`config.mk`:
```
export PLATFORM = sky130hd
export DESIGN_NAME = uart_tx
export DESIGN_NICKNAME = d
export VERILOG_FILES = /design/src/rtl/uart_tx.sv
export SDC_FILE = /design/constraint.sdc
export NUM_CORES = 1
export LEC_CHECK = 0
export CELL_PAD_IN_SITES_DETAIL_PLACEMENT = 1
export CELL_PAD_IN_SITES_GLOBAL_PLACEMENT = 1
export CORE_MARGIN = 5
export CORE_UTILIZATION = 50
export CTS_BUF_LIST = sky130_fd_sc_hd__clkbuf_8
export DETAILED_ROUTE_END_ITERATION = 10
export MAX_ROUTING_LAYER = met4
export PLACE_DENSITY = 0.94
export SYNTH_ARGS = -nofsm -noshare
export SYNTH_HDL_FRONTEND = slang
export SYNTH_SLANG_ARGS = --single-unit
```
`constraint.sdc`:
```
create_clock -name clk -period 3.5 [get_ports clk]
set_input_delay 1.05 -clock clk [delete_from_list [all_inputs] [get_ports clk]]
set_output_delay 1.05 -clock clk [all_outputs]
set_load 0.01 [all_outputs]
```
`src/rtl/uart_tx.sv`:
```
// UART transmitter: start bit, DATA_BITS data bits LSB first, optional parity, one stop bit.
// Each bit is held for CLKS_PER_BIT clk cycles; host handshake is tx_start / busy / done.
module uart_tx #(
  parameter int CLKS_PER_BIT = 434,
  parameter int DATA_BITS    = 8,
  parameter int PARITY_EN    = 0,
  parameter int PARITY_ODD   = 0
) (
  input  logic                 clk,
  input  logic                 reset,
  input  logic                 tx_start,
  input  logic [DATA_BITS-1:0] tx_data,
  output logic                 tx,
  output logic                 busy,
  output logic                 done
);

  localparam int CW = $clog2(CLKS_PER_BIT);
  localparam int BW = $clog2(DATA_BITS + 1);
  localparam logic [CW-1:0] BAUD_LAST = CW'(CLKS_PER_BIT - 1);
  localparam logic [BW-1:0] BIT_LAST  = BW'(DATA_BITS - 1);

  typedef enum logic [2:0] {
    S_IDLE,
    S_START,
    S_DATA,
    S_PARITY,
    S_STOP
  } state_t;

  state_t               r_state;
  logic [CW-1:0]        r_baud;
  logic [BW-1:0]        r_bit;
  logic [DATA_BITS-1:0] r_shift;
  logic                 r_parity;

  logic                 w_wrap;
  logic [DATA_BITS-1:0] w_shift_nxt;

  assign w_wrap      = (r_baud == BAUD_LAST);
  assign w_shift_nxt = r_shift >> 1;

  function automatic logic parity_of(input logic [DATA_BITS-1:0] d);
    return (^d) ^ (PARITY_ODD != 0);
  endfunction

  always_ff @(posedge clk or negedge reset) begin
    if (!reset) begin
      r_state  <= S_IDLE;
      r_baud   <= '0;
      r_bit    <= '0;
      r_shift  <= '0;
      r_parity <= 1'b0;
      tx       <= 1'b1;
      busy     <= 1'b0;
      done     <= 1'b0;
    end else begin
      done   <= 1'b0;
      r_baud <= (r_state == S_IDLE || w_wrap) ? '0 : r_baud + CW'(1);

      case (r_state)
        S_IDLE: begin
          tx    <= 1'b1;
          busy  <= 1'b0;
          r_bit <= '0;
          if (tx_start) begin
            r_state  <= S_START;
            tx       <= 1'b0;
            busy     <= 1'b1;
            r_shift  <= tx_data;
            r_parity <= parity_of(tx_data);
          end
        end

        S_START: begin
          if (w_wrap) begin
            r_state <= S_DATA;
            tx      <= r_shift[0];
          end
        end

        S_DATA: begin
          if (w_wrap) begin
            r_shift <= w_shift_nxt;
            if (r_bit == BIT_LAST) begin
              r_bit <= '0;
              if (PARITY_EN != 0) begin
                r_state <= S_PARITY;
                tx      <= r_parity;
              end else begin
                r_state <= S_STOP;
                tx      <= 1'b1;
              end
            end else begin
              r_bit <= r_bit + BW'(1);
              tx    <= w_shift_nxt[0];
            end
          end
        end

        S_PARITY: begin
          if (w_wrap) begin
            r_state <= S_STOP;
            tx      <= 1'b1;
          end
        end

        S_STOP: begin
          if (w_wrap) begin
            done <= 1'b1;
            // A request seen on the last stop cycle chains straight into the next
            // start bit, so a held tx_start yields frames with no idle gap.
            if (tx_start) begin
              r_state  <= S_START;
              tx       <= 1'b0;
              busy     <= 1'b1;
              r_shift  <= tx_data;
              r_parity <= parity_of(tx_data);
            end else begin
              r_state <= S_IDLE;
              tx      <= 1'b1;
              busy    <= 1'b0;
            end
          end
        end

        default: begin
          r_state <= S_IDLE;
          tx      <= 1'b1;
          busy    <= 1'b0;
        end
      endcase
    end
  end

endmodule
```
==> run_results.csv, run 1 <==
group,metric,value,unit
pwr,cellPowerDensity,484.8,nW/um2
route,viasPerCell,6.244,
timing,fin_crit_sh,68.55,%
critical_path,crit_buf_inv,1,
clocking,cts_root_buffer,"clkbuf_8",
synth,synthesis.nets,145,
flow_run,drv_cap,0,
timing,finalCriticalPeriod,2.399,ns
critical_path,cp_slowest_stage_delay,0.54,ns
synth,async_flop_share,100.0,%
critical_path,end_kind,"output pin",
die,io_pins,14,
synth,yosysUniqueCellTypes,45,
timing,setup_viol,0,
synth,ys_seq_area_share,48.39,%
pwr,ir_drop,360.1,uV
finish,syn_to_final_growth,13.95,%
clocking,hold_buffers,0,
synth,yosys.area.top_type,"dfrtp_1",
clocking,clock_latency,0.27,ns
global_route,grt_pass1_wl,5761,um
route,first_iter_violations,39,
critical_path,cp_data_required_time,2.45,ns
clocking,cts_resized,0,
finish,fillCellCount,310,
timing,rsz0062_at_grt,"false",
finish,diodes,0,
global_route,grt_max_degree,28,
critical_path,critPathLaunchType,"flip-flop",
timing,fin_tns_setup,0,ns
critical_path,cp_num_cells,1,
clocking,cts_buffers,3,
finish,layout.nets,160,
synth,synth_top_area_share,46.51,%
clocking,cts_sinks,27,
pwr,power_frac_clock,21.7,%
synth,synthTopCellsByArea,"dfrtp_1 (47%), nor2_1 (4.3%), o21a_1 (3.8%)",
route,wirelength,3140,um
route,wl_per_cell,17.84,um
timing,finalClockSkew,0.002434,ns
synth,syn_area_per_cell,10.68,um2
synth,synth-main-ff-cell,"dfrtp_1",
global_route,grt_usage,18.26,%
clocking,cts_tree,"built",
synth,syn_area,1399,um2
pwr,pwr-share-comb,22.0,%
clocking,max-clock-path-buffers,2,
synth,ys_ff_latch,27,
critical_path,cp_max_fo,2,
worst_hold_path,hold_depth,1,
timing,finalHoldViolations,0,
finish,fin_util,58.82,%
global_route,overflow,0,
timing,max_freq,416.8,MHz
place,dp_hpwl,2418,um
status,status,"finished, final reports clean",
critical_path,arrival,1.35,ns
place,portBuffers,13,
synth,syn-instance-count,131,
die,initial_utilization,51.62,%
worst_hold_path,hold_class,"flip-flop to flip-flop",
critical_path,reg2reg_depth,5,
clocking,post_cts_buffers,0,
route,vias,1099,
timing,relSlewSlack,72.85,%
critical_path,critPathTopFamily,"flip-flops",
place,dpl_cell_area,1549,um2
critical_path,slowest_stage,"dfstp_2",
finish,final_layout_size_suffix_gt1_share,11.72,%
die,die_w,62.90,um
synth,synth_warnings,0,
critical_path,critPathKind,"flip-flop to output pin",
global_route,grt_pass1_vias,1246,
route,drcViolationCount,0,
die,die_y,62.90,um
clocking,cts.reportedPaths.clkPinSlew,0.08,ns
pwr,seqPwrFrac,56.3,%
die,die-area,3956,um2
pwr,leakage,0.6427,nW
pwr,p_switching,0.2208,mW
route,firstDrtPassIters,4,
critical_path,worstPathCellList,"clkdlybuf4s50_1",
pwr,switching_share,28.57,%
place,globalplace.congestion,0.7863,
die,core,2710,um2
route,ant_nets,0,
synth,synth_edf_count,0,
timing,drv_slew,0,
die,num_rows,19,
pwr,p_int,0.5520,mW
timing,tightest_slew,0.4062,ns
finish,fin_area,1594,um2
clocking,htreeDepth,1,
global_route,antenna_found_initial,0,
## per-stage QoR
step / setup slack [ns] / hold WS, ns / power (mW) / instances
global placement: 1.174 / 0.4738 / 0.5914 / 172
CTS: 1.088 / 0.5063 / 0.7856 / 176
floorplan: 1.710 / 0.4588 / 0.5351 / 131
finish: 1.101 / 0.5006 / 0.7728 / 176
detailed placement: 1.080 / 0.4861 / 0.6143 / 172
global route: 1.056 / 0.5242 / 0.8298 / 176
## final timing paths
path / start / endpoint / slack, ns
max in group asynchronous: reset / tx$_DFFE_PN1P_ / 2.04
worst min-delay path: r_shift[0]$_DFFE_PN0P_ / r_shift[0]$_DFFE_PN0P_ / 0.50
min in group asynchronous: reset / r_baud[5]$_DFF_PN0_ / 1.15
worst max register to register: r_baud[0]$_DFF_PN0_ / r_shift[6]$_DFFE_PN0P_ / 1.72
worst min register to register: r_shift[0]$_DFFE_PN0P_ / r_shift[0]$_DFFE_PN0P_ / 0.50
worst max-delay path: tx$_DFFE_PN1P_ / tx / 1.10
## cell usage after synthesis (2+ instances only)
cell / n
inv_1: 3
nand3b_1: 2
nor2_1: 16
a21oi_1: 4
o21a_1: 7
buf_2: 3
nand2b_1: 2
o21ai_0: 3
a22o_1: 2
o32a_2: 2
nor4b_1: 2
o21ai_1: 2
ha_1: 3
and3_1: 2
xor2_1: 2
o211ai_1: 2
nand3_1: 6
xnor2_1: 5
nand2_1: 8
dfrtp_1: 26
o32a_1: 5
## power by group through the flow
stage                     Clock [mW]  Sequential, mW  Combinational, mW
after floorplan                    0           0.428              0.107
after CTS                      0.176           0.435              0.174
after global routing           0.192           0.444              0.193
after detailed placement           0           0.441              0.174
after global placement             0           0.433              0.159
final                          0.168           0.435              0.170
## layer usage
| metal | wire length (um) | global-route usage [%] |
|---|---|---|
| met2 | 1697 | 31.67 |
| met1 | 1295 | 20.72 |
| met5 | 0 | - |
| met4 | 78 | 7.427 |
| met3 | 68 | 2.878 |
## state kept, by name (all words and copies together) (netlist names)
register / count
r_baud: 9
done: 1
busy: 1
r_bit: 4
r_state: 3
r_shift: 8
tx: 1
## logic make-up after synthesis
| kind of cell | after synthesis | synth area share (%) |
|---|---|---|
| adders and majority gates | 3 | 2.684 |
| muxes | 1 | 0.8050 |
| buffers and inverters | 7 | 2.683 |
| and+or+nand+nor | 53 | 22.18 |
| xor gates and xnor gates | 7 | 4.383 |
| DFF | 27 | 48.39 |
| AOI/OAI and AO/OA | 33 | 18.87 |
## layout make-up
type,instances,area [um2],area share [%]
Clock inverter,1,3.754,0.2355
Multi-Input combinational cell,97,684.4,42.94
Timing Repair Buffer,14,137.6,8.634
Sequential cell,27,676.9,42.46
Tap cell,31,38.79,2.433
Inverter,3,11.26,0.7064
Clock buffer,3,41.29,2.590
## cells in the final DEF (no fill, tap or decap), types with 2 or more instances in the layout
cell             Yosys  final
nor2_1              16     16
nor4b_1              2      2
nand2b_1             2      2
xor2_1               2      2
clkbuf_8             0      3
dfrtp_1             26     26
ha_1                 3      3
nand2_1              8      8
clkdlybuf4s50_1      0     13
o211ai_1             2      2
o32a_1               5      5
nand3b_1             2      2
o32a_2               2      2
o21a_1               7      7
nand3_1              6      6
o21ai_1              2      2
o21ai_0              3      3
a21oi_1              4      4
a22o_1               2      2
xnor2_1              5      5
inv_1                3      4
and3_1               2      2
Note: power is estimated with default switching activity, not from simulation.
==> run 2: changes to the inputs <==
CORE_UTILIZATION = 42   (was 50)
PLACE_DENSITY = 0.85   (was 0.94)
clock period = 1.9 ns   (was 3.5 ns; I/O delays follow)
==> run_results.csv, run 2 (same netlist as run 1, synthesis figures left out) <==
group,metric,value,unit
global_route,grt_pass1_wl,5457,um
finish,fillCellCount,380,
clocking,clock_latency,0.28,ns
timing,hold_slack,0.5004,ns
global_route,busiest_layer,"met2",
route,wirelength,2979,um
pwr,finalPower,1.436,mW
critical_path,critPathTopFamily,"buffers and inverters",
timing,fin_tns_setup,0,ns
clocking,max-clock-path-buffers,2,
finish,diodes,0,
route,vias,1044,
critical_path,cp_data_required_time,1.33,ns
route,viasPerCell,5.438,
timing,drv_slew,0,
global_route,grt_use_met3,1.997,%
die,die_w,67.71,um
global_route,grt_usage,15.99,%
global_route,gr-usage-met1,19.90,%
timing,max_freq,563.3,MHz
place,dp_hpwl,2118,um
finish,reg_top3,"r_baud: 9 flops, r_shift: 8 flops, r_bit: 4 flops",
finish,final_layout_size_suffix_gt1_share,13.01,%
timing,relSlewSlack,74.48,%
route,wl_per_cell,15.52,um
clocking,post_cts_buffers,0,
status,status,"finished, final reports clean",
die,die_y,67.71,um
clocking,cts_root_buffer,"clkbuf_8",
die,num_rows,21,
timing,fin_crit_sh,93.44,%
finish,largest_register,"r_baud",
timing,finalClockSkew,0.004764,ns
critical_path,slowest_stage,"clkdlybuf4s50_1",
timing,rsz0062_at_grt,"false",
timing,post-route-worst-setup-slack,0.1247,ns
pwr,ir_drop,309.4,uV
global_route,grt_max_degree,28,
clocking,htreeDepth,1,
route,first_iter_violations,94,
global_route,grt.met2_usage,26.37,%
finish,multi_input_area,684.4,um2
clocking,cts.reportedPaths.clkPinSlew,0.09,ns
clocking,hold_buffers,0,
critical_path,critPathKind,"flip-flop to output pin",
route,ant_nets,0,
place,dp_slack,0.01620,ns
critical_path,cp_slowest_stage_delay,0.54,ns
die,core,3284,um2
clocking,cts_sinks,27,
route,drcViolationCount,0,
die,initial_utilization,42.59,%
place,portBuffers,13,
global_route,grt_pass1_vias,1188,
timing,tightest_slew,0.3818,ns
finish,layout.nets,161,
critical_path,arrival,1.21,ns
clocking,cts_tree,"built",
place,globalplace.congestion,0.8150,
critical_path,cp_max_fo,3,
critical_path,end_kind,"output pin",
finish,seq_area,676.9,um2
critical_path,worstPathCellList,"clkdlybuf4s50_1",
clocking,cts_buffers,3,
critical_path,crit_buf_inv,1,
timing,finalHoldViolations,0,
die,die-area,4585,um2
pwr,leakage,0.6469,nW
worst_hold_path,hold_class,"flip-flop to flip-flop",
clocking,cts_resized,1,
finish,largest_reg_flops,9,
finish,final_common_cell,"dfrtp_1",
die,io_pins,14,
critical_path,critPathLaunchType,"flip-flop",
global_route,antenna_found_initial,0,
finish,layout_common_cells,"dfrtp_1 (26), nor2_1 (16), clkdlybuf4s50_1 (12), nand2_1 (8), o21a_1 (7)",
timing,setup_viol,0,
timing,finalCriticalPeriod,1.775,ns
finish,syn_to_final_growth,15.83,%
global_route,overflow,0,
route,firstDrtPassIters,3,
pwr,cellPowerDensity,886.2,nW/um2
flow_run,drv_cap,0,
run 2: layout make-up:
cell class,count,area share [%]
tap,46,3.552
timing repair buffer,15,8.880
inverter,3,0.6950
sequential,27,41.78
clock buffer,3,2.548
multi-input combinational,97,42.24
clock inverter,1,0.3089
run 2: worst paths after layout:
kind,startpoint,endpoint,slack [ns],cells past startpoint
max,busy$_DFFE_PN0P_,busy,0.12,1
min,r_shift[0]$_DFFE_PN0P_,r_shift[0]$_DFFE_PN0P_,0.50,1
max reg2reg,r_baud[0]$_DFF_PN0_,r_shift[1]$_DFFE_PN0P_,0.14,5
min reg2reg,r_shift[0]$_DFFE_PN0P_,r_shift[0]$_DFFE_PN0P_,0.50,1
max in group asynchronous,reset,tx$_DFFE_PN1P_,0.94,2
min in group asynchronous,reset,r_bit[1]$_DFFE_PN0P_,0.66,2
run 2: report_power, final:
group          internal (mW)  switching (mW)
logic                  0.176           0.132
registers              0.692           0.104
clock network          0.147           0.185
run 2: metrics by stage:
step	cell area, um2	util, %	cells
2_1_floorplan	1399	-	131
3_3_place_gp	1575	47.96	188
3_5_place_dp	1575	47.96	188
4_1_cts	1620	49.33	192
5_1_grt	1620	49.33	192
6_report	1620	49.33	192
run 2: per-layer routing:
metal,share of wire (%),up-vias
li1,-,508
met1,45,521
met2,51,10
met3,1.8,5
met4,2.0,0
met5,0,-
==> run 3: changes to the inputs <==
CELL_PAD_IN_SITES_DETAIL_PLACEMENT = 0   (was 1)
CTS_CLUSTER_DIAMETER = 60   (was unset)
==> run_results.csv, run 3 (same netlist as run 1, synthesis figures left out) <==
group,metric,value,unit
status,status,"finished, final reports clean",
route,firstDrtPassIters,4,
global_route,overflow,0,
timing,relSlewSlack,74.42,%
timing,finalHoldViolations,0,
finish,reg_top3,"r_baud: 9 flops, r_shift: 8 flops, r_bit: 4 flops",
clocking,clock_latency,0.27,ns
pwr,leakage,0.6483,nW
worst_hold_path,hold_class,"flip-flop to flip-flop",
finish,syn_to_final_growth,15.74,%
critical_path,cp_max_fo,3,
timing,rsz0062_at_grt,"false",
worst_hold_path,hold_depth,1,
die,io_pins,14,
critical_path,worstPathCellList,"clkdlybuf4s50_1",
critical_path,cp_slowest_stage_delay,0.54,ns
critical_path,reg2reg_from,"r_baud[0]$_DFF_PN0_",
route,top_layer,"met4",
finish,fin_area,1619,um2
place,globalplace.congestion,0.8150,
timing,max_freq,568.1,MHz
critical_path,end_kind,"output pin",
worst_hold_path,holdPathEnd,"r_shift[6]$_DFFE_PN0P_",
global_route,antenna_found_initial,0,
finish,diodes,0,
critical_path,critPathLaunchType,"flip-flop",
timing,finalCriticalPeriod,1.760,ns
global_route,grt_pass1_vias,1042,
timing,finalClockSkew,0.004251,ns
flow_run,drv_cap,0,
route,wl_met1,1327,um
place,dpl_cell_area,1575,um2
clocking,max-clock-path-buffers,2,
critical_path,slowest_stage,"clkdlybuf4s50_1",
clocking,cts_sinks,27,
place,dp_hpwl,1897,um
finish,fillCellCount,295,
critical_path,reg2reg_to,"r_shift[0]$_DFFE_PN0P_",
critical_path,reg2reg_depth,5,
place,portBuffers,13,
route,viasPerCell,5.323,
finish,layout_common_cells,"dfrtp_1 (26), nor2_1 (16), clkdlybuf4s50_1 (12), nand2_1 (8), o21a_1 (7)",
route,wirelength,2644,um
route,met2RoutedLength,1265,um
critical_path,critPathTopFamily,"buffers and inverters",
timing,tightest_slew,0.3827,ns
route,vias,1022,
finish,final_layout_size_suffix_gt1_share,12.33,%
critical_path,reg2reg_slack,0.16,ns
global_route,grt_usage,13.35,%
route,first_iter_violations,106,
timing,drv_slew,0,
critical_path,cp_data_required_time,1.33,ns
critical_path,critPathKind,"flip-flop to output pin",
clocking,htreeDepth,1,
pwr,cellPowerDensity,872.8,nW/um2
global_route,grt_max_degree,28,
clocking,cts_tree,"built",
clocking,cts_buffers,3,
clocking,hold_buffers,0,
worst_hold_path,min_from,"r_shift[6]$_DFFE_PN0P_",
die,die_w,67.71,um
die,die_y,67.71,um
die,die-area,4585,um2
global_route,grt_pass1_wl,4554,um
finish,layout.nets,161,
critical_path,arrival,1.19,ns
die,num_rows,21,
critical_path,crit_buf_inv,1,
clocking,cts.reportedPaths.clkPinSlew,0.09,ns
route,wl_per_cell,13.77,um
timing,setup_viol,0,
timing,fin_crit_sh,92.65,%
clocking,cts_root_buffer,"clkbuf_8",
route,wl_met3,39,um
finish,largest_reg_flops,9,
die,core,3284,um2
finish,final_common_cell,"dfrtp_1",
die,initial_utilization,42.59,%
route,ant_nets,0,
timing,fin_tns_setup,0,ns
route,drcViolationCount,0,
pwr,ir_drop,291.9,uV
finish,largest_register,"r_baud",
## run 3: cell count changes in the layout (fill, tap and decap cells not counted)
cell	change
clkinv_2	-1
inv_1	+1
## run 3: worst max-delay path by stage
stage | start | endpoint | slack, ns | depth (start not counted)
6_report | busy$_DFFE_PN0P_ | busy | 0.14 | 1
5_1_grt | r_baud[0]$_DFF_PN0_ | r_shift[6]$_DFFE_PN0P_ | 0.04 | 5
4_1_cts | busy$_DFFE_PN0P_ | busy | 0.13 | 1
3_5_place_dp | tx_start | r_shift[4]$_DFFE_PN0P_ | 0.009 | 4
3_3_place_gp | tx_start | r_shift[4]$_DFFE_PN0P_ | 0.06 | 4
2_1_floorplan | r_baud[1]$_DFF_PN0_ | r_shift[0]$_DFFE_PN0P_ | 0.32 | 7
## run 3: routing by layer
layer | global-route usage (%) | vias to the layer above
met4 | 5.316 | 0
met2 | 21.51 | 7
met5 | - | -
met1 | 16.74 | 500
li1 | - | 513
met3 | 1.997 | 2
## run 3: per-stage QoR
step | hold slack, ns | worst slack, ns | utilization, % | power, mW | cells
after floorplan | 0.2744 | 0.3215 | - | 0.9857 | 131
after global placement | 0.4722 | 0.05622 | 47.96 | 1.093 | 188
after detailed placement | 0.4821 | 0.008732 | 47.96 | 1.117 | 188
after CTS | 0.5029 | 0.1278 | 49.30 | 1.430 | 192
after global routing | 0.5348 | 0.03948 | 49.30 | 1.501 | 192
final | 0.5022 | 0.1397 | 49.30 | 1.413 | 192
## run 3: power breakdown
part / internal (mW) / leakage (nW) / switching, mW
logic: 0.175 / 0.284 / 0.126
clock network: 0.145 / 0.0269 / 0.176
registers: 0.692 / 0.338 / 0.0997
total: 1.01 / 0.648 / 0.402
## run 3: layout make-up
cell class | instances | area, um2 | area share [%]
Clock buffer | 3 | 41.29 | 2.550
Clock inverter | 1 | 3.754 | 0.2318
Inverter | 3 | 11.26 | 0.6955
Multi-Input combinational cell | 97 | 684.4 | 42.27
Sequential cell | 27 | 676.9 | 41.81
Tap cell | 46 | 57.56 | 3.555
Timing Repair Buffer | 15 | 143.9 | 8.887
## run 3: repair_timing
item                       CTS  global route
buffers inserted             0             0
gates resized for setup      1             0
setup endpoints to repair    1             0
